`src/rtl/wb_arbiter.sv`:
```
// Writeback arbiter: loads win the single register-file write port, colliding EX results wait in an in-order FIFO.
// Define WB_BYPASS_EN to add the decode-stage bypass lookup ports (byp_rs*/byp_hit*/byp_data*).
module wb_arbiter #(
    parameter int DEPTH        = 2,
    parameter int RF_IDX_WIDTH = 5,
    parameter int rv32_XLEN    = 32
) (
    input  logic                          clk,
    input  logic                          rst_n,
    input  logic                          EXen_wb,
    input  logic [RF_IDX_WIDTH-1:0]       EXrd_wb,
    input  logic [rv32_XLEN-1:0]          EXdata_wb,
    input  logic                          Men_wb,
    input  logic [RF_IDX_WIDTH-1:0]       Mrd_wb,
    input  logic [rv32_XLEN-1:0]          Mdata_wb,
`ifdef WB_BYPASS_EN
    input  logic [RF_IDX_WIDTH-1:0]       byp_rs1,
    input  logic [RF_IDX_WIDTH-1:0]       byp_rs2,
    output logic                          byp_hit1,
    output logic                          byp_hit2,
    output logic [rv32_XLEN-1:0]          byp_data1,
    output logic [rv32_XLEN-1:0]          byp_data2,
`endif
    output logic                          rf_we,
    output logic [RF_IDX_WIDTH-1:0]       rf_waddr,
    output logic [rv32_XLEN-1:0]          rf_wdata,
    output logic                          wb_stall,
    output logic                          wb_overflow,
    output logic [$clog2(DEPTH+1)-1:0]    wb_cnt
);

    localparam int CW = $clog2(DEPTH + 1);
    localparam int PW = $clog2(DEPTH);

    logic [DEPTH-1:0]        valid;
    logic [RF_IDX_WIDTH-1:0] ent_rd   [DEPTH];
    logic [rv32_XLEN-1:0]    ent_data [DEPTH];
    logic [PW-1:0]           head;
    logic [PW-1:0]           tail;
    logic [CW-1:0]           cnt;

    logic                    ex_ok;
    logic                    m_ok;
    logic                    do_write;
    logic                    do_push;
    logic                    do_pop;
    logic                    overflow_set;
    logic [RF_IDX_WIDTH-1:0] w_addr;
    logic [rv32_XLEN-1:0]    w_data;

    function automatic logic [PW-1:0] next_ptr(input logic [PW-1:0] p);
        return (p == PW'(DEPTH - 1)) ? '0 : p + 1'b1;
    endfunction

    // Requests to x0 are treated as if they never arrived.
    assign ex_ok    = EXen_wb && (EXrd_wb != '0);
    assign m_ok     = Men_wb && (Mrd_wb != '0);
    assign wb_cnt   = cnt;
    assign wb_stall = (cnt >= CW'(DEPTH - 1));

    always_comb begin
        do_write     = 1'b0;
        do_push      = 1'b0;
        do_pop       = 1'b0;
        overflow_set = 1'b0;
        w_addr       = Mrd_wb;
        w_data       = Mdata_wb;
        if (m_ok) begin
            do_write = 1'b1;
            if (ex_ok) begin
                if (cnt == CW'(DEPTH)) overflow_set = 1'b1;
                else                   do_push      = 1'b1;
            end
        end else if (cnt != '0) begin
            do_pop   = 1'b1;
            do_write = valid[head];
            w_addr   = ent_rd[head];
            w_data   = ent_data[head];
            do_push  = ex_ok;
        end else if (ex_ok) begin
            do_write = 1'b1;
            w_addr   = EXrd_wb;
            w_data   = EXdata_wb;
        end
    end

    // Supersede clears run before the pop/push updates so a same-cycle push keeps its valid bit.
    always_ff @(posedge clk or negedge rst_n) begin
        if (!rst_n) begin
            head        <= '0;
            tail        <= '0;
            cnt         <= '0;
            valid       <= '0;
            rf_we       <= 1'b0;
            rf_waddr    <= '0;
            rf_wdata    <= '0;
            wb_overflow <= 1'b0;
        end else begin
            rf_we <= do_write;
            if (do_write) begin
                rf_waddr <= w_addr;
                rf_wdata <= w_data;
            end
            if (m_ok) begin
                for (int i = 0; i < DEPTH; i++) begin
                    if (ent_rd[i] == Mrd_wb) valid[i] <= 1'b0;
                end
            end
            if (do_pop) begin
                valid[head] <= 1'b0;
                head        <= next_ptr(head);
            end
            if (do_push) begin
                valid[tail] <= 1'b1;
                tail        <= next_ptr(tail);
            end
            cnt <= cnt + CW'(do_push) - CW'(do_pop);
            if (overflow_set) wb_overflow <= 1'b1;
        end
    end

    always_ff @(posedge clk) begin
        if (do_push) begin
            ent_rd[tail]   <= EXrd_wb;
            ent_data[tail] <= EXdata_wb;
        end
    end

`ifdef WB_BYPASS_EN
    logic [PW-1:0] idx;

    // Walk from head to tail so the newest matching entry overrides older ones and the registered write.
    always_comb begin
        idx       = '0;
        byp_hit1  = 1'b0;
        byp_hit2  = 1'b0;
        byp_data1 = '0;
        byp_data2 = '0;
        if (rf_we && (rf_waddr == byp_rs1) && (byp_rs1 != '0)) begin
            byp_hit1  = 1'b1;
            byp_data1 = rf_wdata;
        end
        if (rf_we && (rf_waddr == byp_rs2) && (byp_rs2 != '0)) begin
            byp_hit2  = 1'b1;
            byp_data2 = rf_wdata;
        end
        for (int i = 0; i < DEPTH; i++) begin
            idx = PW'((int'(head) + i) % DEPTH);
            if ((CW'(i) < cnt) && valid[idx]) begin
                if ((ent_rd[idx] == byp_rs1) && (byp_rs1 != '0)) begin
                    byp_hit1  = 1'b1;
                    byp_data1 = ent_data[idx];
                end
                if ((ent_rd[idx] == byp_rs2) && (byp_rs2 != '0)) begin
                    byp_hit2  = 1'b1;
                    byp_data2 = ent_data[idx];
                end
            end
        end
    end
`endif

endmodule

```
`config.mk`:
```
export PLATFORM = sky130hd
export DESIGN_NAME = wb_arbiter
export DESIGN_NICKNAME = d
export VERILOG_FILES = /design/src/rtl/wb_arbiter.sv
export SDC_FILE = /design/constraint.sdc
export NUM_CORES = 1
export LEC_CHECK = 0
export ABC_AREA = 1
export CAP_MARGIN = 25
export CORE_MARGIN = 5
export CORE_UTILIZATION = 45
export DETAILED_ROUTE_END_ITERATION = 10
export DONT_BUFFER_PORTS = 1
export GPL_TIMING_DRIVEN = 0
export SLEW_MARGIN = 20
export SYNTH_ARGS = -nofsm -noshare
export SYNTH_HDL_FRONTEND = slang
export SYNTH_SLANG_ARGS = --single-unit
```
`constraint.sdc`:
```
create_clock -name clk -period 2.7 [get_ports clk]
set_input_delay 0.81 -clock clk [delete_from_list [all_inputs] [get_ports clk]]
set_output_delay 0.81 -clock clk [all_outputs]
set_load 0.05 [all_outputs]
```
==> Yosys cells after proc, flatten, opt, wreduce, memory -nomap -nowiden <==
Memory sizes are Yosys's and may differ from the RTL's.
Cells that the tools add are included.
{ "classes": {"n_lt_le_gt_ge": 5, "bitwise": 3, "n_reduce_logical": 7, "mux": 33, "n_eq_ne": 3, "addsub": 4} }
{ "ops": {"columns": ["operator", "count"], "rows": [
  ["32-bit two-way mux", 3],
  ["1-bit two-way mux", 22],
  ["5-bit two-way mux", 3],
  ["5-bit equality test", 2],
  ["5-bit nonzero test", 2],
  ["2-bit two-way mux", 3],
  ["1-bit logical AND", 4],
  ["1-bit by 2-bit less-than comparator with 1-bit output, second input constant", 2],
  ["1-bit adder, second input constant", 2],
  ["2-bit by 1-bit adder with 2-bit output", 1],
  ["2-bit bitwise AND", 1],
  ["1-bit demux with 1-bit select", 2],
  ["2-bit equality test, second input constant", 1],
  ["1-bit greater-or-equal comparator, second input constant", 2],
  ["2-bit by 1-bit greater-or-equal comparator with 1-bit output, second input constant", 1],
  ["2-bit NOT", 1],
  ["2-bit OR", 1],
  ["2-bit nonzero test", 1],
  ["2-bit by 1-bit subtractor with 2-bit output", 1]
]} }
{ "word_totals": {"ram_bits": 74, "output_inout_bits": 42, "mem_count": 2, "register_bits": 45, "inputBits": 78} }
{ "memory_table": {"columns": ["name", "words", "width", "rd", "rd_clocked_by_memory_dff", "write_ports", "line_no", "source"], "rows": [
  ["ent_data", 2, 32, 1, 0, 1, "37", "logic [rv32_XLEN-1:0] ent_data [DEPTH];"],
  ["ent_rd", 2, 5, 3, 0, 1, "36", "logic [RF_IDX_WIDTH-1:0] ent_rd [DEPTH];"]
]} }

==> Depth between registers and ports, before layout <==
Gate-level depths: netlist of the first run.
{ "logic_depth": {"ltp_word": 9, "ltp_mapped": 11} }

==> Worst setup path before layout of the first run <==
Ideal clock, no wire load.
{ "synth_path": {"path_kind": "input-to-reg", "startpoint": "input port Mrd_wb[3]", "endpoint": "memory ent_data[0][0] (enable)", "t_arrival_ps": 2240, "n_path_buf": 0, "cell_stages": 7, "setup_ps": 391, "slack_ps": 68, "required_ps": 2309, "path_cell_list": "inv_1 > nand3_1 > nand2_1 > clkinv_1 > nand3_1 > nand4_1 > inv_1"} }
{ "synth_via": {"elab_chain_len": 5} }
{ "synth_lines": {"columns": ["item", "line_no", "source"], "rows": [
  ["start, declared", "14", "input logic [RF_IDX_WIDTH-1:0] Mrd_wb,"],
  ["5-bit nonzero test", "57", "assign m_ok = Men_wb && (Mrd_wb != '0);"],
  ["1-bit logical AND", "57", null],
  ["1-bit two-way mux", "68", "if (m_ok) begin"],
  ["1-bit two-way mux", "123", "if (do_push) begin"],
  ["1-bit two-way mux (not written as such)", "125", "ent_data[tail] <= EXdata_wb;"],
  ["end, declared", "37", null]
]} }
No other way between the ends.

==> Worst setup path in the final report of the first run <==
{ "layout_path": {"startpoint": "register cnt[1] (netlist: wb_cnt[1])", "endpoint": "output port wb_stall"} }
{ "layout_via": {"elab_chain_len": 1} }
{ "layout_lines": {"columns": ["item", "line_no", "source"], "rows": [
  ["start, declared", "40", "logic [CW-1:0] cnt;"],
  ["start signal, assigned", "117", "cnt <= cnt + CW'(do_push) - CW'(do_pop);"],
  ["2-bit by 1-bit greater-or-equal comparator with 1-bit output", "59", "assign wb_stall = (cnt >= CW'(DEPTH - 1));"],
  ["end, declared", "27", "output logic wb_stall,"]
]} }
No other way between the ends.

==> results.sh, run 1 <==
export IMPL_status="finished, final reports clean"
export IMPL_cts_tree="yes"
export IMPL_placed_area_um2=6610
export IMPL_critPathRequiredTime_ps=1890
export IMPL_async_flop_share_pct=37.8
export IMPL_clkSinkCount=119
export IMPL_root_buffer="clkbuf_16"
export IMPL_fillers=1382
export IMPL_slew_headroom_pct=60.8
export IMPL_fp_row_count=43
export IMPL_r2r_end="ent_data[0][23]"
export IMPL_post_route_period_util_pct=95.2
export IMPL_leakage_nw=3.69
export IMPL_max_cap_violations=0
export IMPL_utilization_pct=51.6
export IMPL_io_buffers=0
export IMPL_power_density_nw_per_um2=1220
export IMPL_postCtsHoldBufs=0
export IMPL_worst_slew_pin_slew_ps=588
export IMPL_seq_area_um2=3350
export IMPL_grtUsageTotal_pct=21.3
export IMPL_ir_worst_vdd_mv=0.544
export IMPL_dr_pass1_iters=5
export IMPL_die_width_um=129
export IMPL_fin_skew_ps=6.88
export IMPL_tns_ps=0
export IMPL_layout_drive_gt1_share_pct=7.68
export IMPL_hold_viol=0
export IMPL_antenna_left=0
export IMPL_cts_path_max_buffers=2
export IMPL_cp_endpoint="wb_stall"
export IMPL_detail_route_wirelength_um=17000
export IMPL_synth_most_common_cell="nand2_1"
export IMPL_grt_max_degree=46
export IMPL_clkSlewWorstSetupHoldPaths_ps=50
export IMPL_critical_path_class="flop to output port"
export IMPL_startpoint="wb_cnt[1]"
export IMPL_yosysSeqAreaShare_pct=52.8
export IMPL_finalPower_mw=8.74
export IMPL_hpwl_um=11900
export IMPL_synth_cell_area_um2=6340
export IMPL_grt_pass1_vias=5199
export IMPL_cp_end_kind="output port"
export IMPL_vias_per_cell=4.97
export IMPL_syn_inst=825
export IMPL_hold_class="input pin to async pin"
export IMPL_drc=0
export IMPL_synth_top_cell_by_area="edfxtp_1"
export IMPL_crit_chain="nor2_2 > buf_6 > inv_2 > buf_2"
export IMPL_rsz0062_at_grt="false"
export IMPL_via_count=5164
export IMPL_ctsResizeCount=2
export IMPL_r2r_cells=7
export IMPL_ys_flop_type="edfxtp_1"
export IMPL_critPathMaxStageDelay_ps=560
export IMPL_die_h_um=129
export IMPL_rr_startpoint="wb_cnt[1]"
export IMPL_worstPathArrival_ps=1760
export IMPL_synthTopCellsByCount="nand2_1 (282), inv_1 (158), nand3_1 (83)"
export IMPL_syn_nets=905
export IMPL_yosys_top_cells_area="edfxtp_1 (35%), dfrtp_1 (18%), nand2_1 (17%), inv_1 (9.3%), nand3_1 (6.5%)"
export IMPL_crit_fanout=10
export IMPL_cp_start_kind="flop"
export IMPL_fin_crit_ps=2570
export IMPL_multi_input_area_um2=2160
export IMPL_h_tree_depth=4
export IMPL_ys_types=23
export IMPL_final_area_um2=7170
export IMPL_routabilityCongestion=0.819
export IMPL_maxSlewViolCount=0
export IMPL_numCtsBuffers=17
export IMPL_grt_pass1_wl_um=27000
export IMPL_core_area_um2=13900
export IMPL_final_nets=926
export IMPL_setup_viol=0
export IMPL_grt_overflow=0
export IMPL_antenna_cells=0
export IMPL_post_cts_setup_buffer_count=0
export IMPL_avgSynthCellArea_um2=7.69
export IMPL_synth_yosys_warnings=0
export IMPL_timing_reg2reg_setup_slack_ps=450
export IMPL_ys_seq_elements=119
export IMPL_timing_fmax_mhz=389
export IMPL_yosysTopAreaCellShare_pct=35.0
export IMPL_grt_antenna_before_repair=0
export IMPL_fin_cells=1039
export IMPL_dr_first_iter_drc_count=348
export IMPL_start_util_pct=45.7
export IMPL_synth_edf_count=74
export IMPL_syn_to_final_growth_pct=13.0
export IMPL_io_pins=120
export IMPL_wire_per_inst_um=16.4
export IMPL_cp_slowest_cell="dfrtp_2"
export IMPL_dp_cells=1007
export IMPL_clk_latency_ps=420
export IMPL_design_die_area_um2=16600
## flip-flops by register name (all words and copies together), names as in the netlist
register     flops
ent_data        64
ent_rd          10
head             1
rf_waddr         5
rf_wdata        32
rf_we            1
tail             1
valid            2
wb_cnt           2
wb_overflow      1
## how the worst min path moves through the flow
stage               startpoint            to  slack (ps)  cells after the start
floorplan                 tail          tail         460                      2
global placement          tail          tail         480                      2
detailed placement        tail          tail         500                      2
CTS                      rst_n  rf_wdata[28]          70                      0
global route             rst_n  rf_wdata[16]          60                      0
finish                   rst_n  rf_wdata[26]          80                      0
## logic make-up (layout without fill, tap and decap cells)
group                      after synthesis  count (layout)  synth area share (%)
AOI/OAI and AO/OA                       78              78                  6.23
xor gates and xnor gates                 8               8                  1.10
adders and majority gates                2               2                 0.394
buffers and inverters                  205             239                  13.2
DFF                                    119             119                  52.8
and+or+nand+nor                        413             413                  26.3
## cells in the final DEF, fill, tap and decap left out
master      netlist  routed
a22oi_1           1       1
buf_1             1       1
buf_12            0       2
buf_2            20      20
buf_4             3       3
buf_6             4       4
bufinv_16         0       2
clkbuf_1         15      18
clkbuf_16         0      17
clkbuf_8          0       1
clkinv_1          1       2
clkinv_2          0       7
clkinvlp_4        0       1
dfrtp_1          45      43
dfrtp_2           0       2
edfxtp_1         74      74
ha_1              2       2
inv_1           158     156
inv_2             3       5
nand2_1         282     282
nand3_1          83      83
nand3_2           1       1
nand4_1           3       3
nor2_1           43      43
nor2_2            1       1
o21ai_0          47      47
o21ai_1          29      29
o21bai_1          1       1
xnor2_1           4       4
xor2_1            4       4
## report_power, final
part,switching (mW),internal [mW]
Sequential,1.43,2.56
Combinational,1.76,0.837
Clock,0.781,1.36
Total,3.97,4.76
## per-stage QoR
stage	hold slack (ps)	worst slack, ps
detailed placement	501	-2.67
finish	82.9	129
CTS	68.4	109
global placement	477	-659
floorplan	464	68.3
global route	61.2	66.0
## layer usage
metal | wire length, um | up-vias | track usage [%]
met2 | 8040 | 189 | 34.5
met4 | 255 | 0 | 7.04
met5 | 0 | - | 0
met1 | 7250 | 2368 | 26.6
met3 | 1470 | 21 | 7.80
li1 | - | 2586 | -
## critical path: cells and delay by family, from the launching register on
family / cells / cell delay (ps)
buffers and inverters: 3 / 680
DFF: 1 / 560
and+or+nand+nor: 1 / 100
## area by class of cell
| class | instances | share of cell area (%) |
|---|---|---|
| Sequential cell | 119 | 46.7 |
| Inverter | 162 | 8.48 |
| Buffer | 43 | 3.18 |
| Timing Repair Buffer | 2 | 0.558 |
| Clock buffer | 21 | 6.28 |
| Clock inverter | 11 | 1.48 |
| Tap cell | 180 | 3.14 |
| Multi-Input combinational cell | 501 | 30.1 |
Power figures use the tool's default switching activity.
==> run 2: changes to the inputs <==
- CORE_MARGIN: 5 -> default
- clock period: 2.7 -> 3 ns (I/O delays scaled with it)
==> run 2 against run 1 <==
Compared with the run above: first-iteration DRC count decreased by 6.0%; critical path depth unchanged; routed wire length shrank 3.2%; clock-buffer cell count grew 7; global-route usage rose by 2.5 points; sequential cell count is the same; sequential share of layout area about the same; setup slack better by 12 ps; worst hold slack improved by 90 ps; critical endpoint unchanged; largest cell class unchanged.
==> results.sh, run 2 (synthesis gave the netlist of run 1 again) <==
export IMPL_grt_pass1_wl_um=25900
export IMPL_critPathTopFamily="flip-flops"
export IMPL_layout_drive_gt1_share_pct=7.33
export IMPL_internal_power_mw=4.24
export IMPL_io_pins=120
export IMPL_startpoint="wb_cnt[1]"
export IMPL_hold_class="input pin to async pin"
export IMPL_core_area_um2=13800
export IMPL_antenna_cells=0
export IMPL_multi_input_area_um2=2160
export IMPL_power_density_nw_per_um2=1090
export IMPL_detail_route_wirelength_um=16500
export IMPL_grtUsageTotal_pct=23.9
export IMPL_seqPwrFrac_pct=46.1
export IMPL_grt_antenna_before_repair=0
export IMPL_rr_startpoint="wb_cnt[1]"
export IMPL_critPathRequiredTime_ps=2100
export IMPL_post_cts_setup_buffer_count=0
export IMPL_antenna_left=0
export IMPL_start_util_pct=45.9
export IMPL_clk_latency_ps=420
export IMPL_grt_overflow=0
export IMPL_placed_area_um2=6610
export IMPL_io_buffers=0
export IMPL_dr_pass1_iters=5
export IMPL_die_h_um=121
export IMPL_post_route_period_util_pct=95.3
export IMPL_maxSlewViolCount=0
export IMPL_setup_viol=0
export IMPL_hold_viol=0
export IMPL_tns_ps=0
export IMPL_grt_max_degree=46
export IMPL_largest_register_ffs=64
export IMPL_clkSlewWorstSetupHoldPaths_ps=50
export IMPL_routabilityCongestion=0.790
export IMPL_dr_first_iter_drc_count=327
export IMPL_critPathMaxStageDelay_ps=730
export IMPL_h_tree_depth=4
export IMPL_final_area_um2=7160
export IMPL_fin_skew_ps=7.92
export IMPL_fillers=1361
export IMPL_seq_area_um2=3350
export IMPL_clkPwrFrac_pct=24.1
export IMPL_design_die_area_um2=14600
export IMPL_cp_end_kind="output port"
export IMPL_slew_headroom_pct=58.5
export IMPL_worst_slew_pin_slew_ps=622
export IMPL_crit_fanout=10
export IMPL_top_register="ent_data"
export IMPL_status="finished, final reports clean"
export IMPL_final_nets=926
export IMPL_ir_worst_vdd_mv=0.501
export IMPL_worstPathArrival_ps=1960
export IMPL_vias_per_cell=4.97
export IMPL_largest_registers="ent_data (64), rf_wdata (32), ent_rd (10)"
export IMPL_crit_buf_inv=3
export IMPL_ctsResizeCount=0
export IMPL_postCtsHoldBufs=0
export IMPL_dp_cells=1007
export IMPL_critical_path_class="flop to output port"
export IMPL_power_switching_mw=3.54
export IMPL_hold_slack_ps=172
export IMPL_cp_start_kind="flop"
export IMPL_swShare_pct=45.5
export IMPL_max_cap_violations=0
export IMPL_numCtsBuffers=17
export IMPL_final_cell_mix="nand2_1 (282), inv_1 (156), nand3_1 (83)"
export IMPL_timing_reg2reg_setup_slack_ps=520
export IMPL_utilization_pct=51.8
export IMPL_clkSinkCount=119
export IMPL_r2r_end="ent_data[0][19]"
export IMPL_fin_crit_ps=2860
export IMPL_grt_pass1_vias=4934
export IMPL_hpwl_um=11400
export IMPL_via_count=5167
export IMPL_cp_slowest_cell="dfrtp_1"
export IMPL_syn_to_final_growth_pct=12.8
export IMPL_leakage_nw=3.69
export IMPL_wire_per_inst_um=15.9
export IMPL_fp_row_count=43
export IMPL_timing_fmax_mhz=350
export IMPL_cts_tree="yes"
export IMPL_die_width_um=121
export IMPL_combPwrFrac_pct=29.8
export IMPL_crit_chain="nor2_2 > buf_6 > inv_2 > buf_2"
export IMPL_rsz0062_at_grt="false"
export IMPL_cts_path_max_buffers=2
export IMPL_root_buffer="clkbuf_16"
export IMPL_fin_cells=1039
export IMPL_drc=0
export IMPL_final_common_cell="nand2_1"
export IMPL_r2r_cells=7
[run 2: cell types whose count changed in the layout (fill, tap and decap cells not counted), moves of 2 or more]
| cell | before | now |
|---|---|---|
| dfrtp_1 | 43 | 45 |
| dfrtp_2 | 2 | 0 |
| clkinv_2 | 7 | 4 |
| bufinv_16 | 2 | 0 |
| clkbuf_1 | 18 | 20 |
| clkbuf_8 | 1 | 6 |
[run 2: routing by layer]
layer,up-vias,part of all wire [%],track usage (%),wire (um)
met2,183,48,38.6,7940
met4,0,1.4,8.33,224
met3,18,7.5,7.41,1230
li1,2582,-,-,-
met5,-,0,0,0
met1,2384,43,30.2,7080
[run 2: how the worst max path moves through the flow]
| stage | cells after the start | slack (ps) | end |
|---|---|---|---|
| 2_1_floorplan | 7 | 280 | ent_data[0][0] |
| 3_3_place_gp | 7 | -450 | ent_data[0][24] |
| 3_5_place_dp | 8 | 210 | ent_data[0][24] |
| 4_1_cts | 4 | 130 | wb_stall |
| 5_1_grt | 4 | 90 | wb_stall |
| 6_report | 4 | 140 | wb_stall |
[run 2: layout make-up]
cell class / instances / area share, %
multi-input cells: 501 / 30.2
well taps: 180 / 3.15
flip-flops and latches: 119 / 46.8
inverters: 162 / 8.50
clock buffers: 28 / 7.36
clock inverters: 4 / 0.280
plain buffers: 43 / 3.18
repair buffers: 2 / 0.559
[run 2: power groups by stage]
| stage | logic, mW | clock network [mW] | registers [mW] |
|---|---|---|---|
| floorplan | 1.71 | 0 | 3.55 |
| global placement | 2.22 | 0 | 3.62 |
| detailed placement | 2.33 | 0 | 3.62 |
| CTS | 2.34 | 1.89 | 3.59 |
| global route | 2.65 | 1.97 | 3.65 |
| finish | 2.32 | 1.87 | 3.59 |
[run 2: per-stage QoR]
| step | total power, mW | worst slack, ps |
|---|---|---|
| floorplan | 5.26 | 278 |
| global placement | 5.84 | -445 |
| detailed placement | 5.95 | 206 |
| CTS | 7.82 | 133 |
| global route | 8.26 | 88.3 |
| finish | 7.78 | 142 |
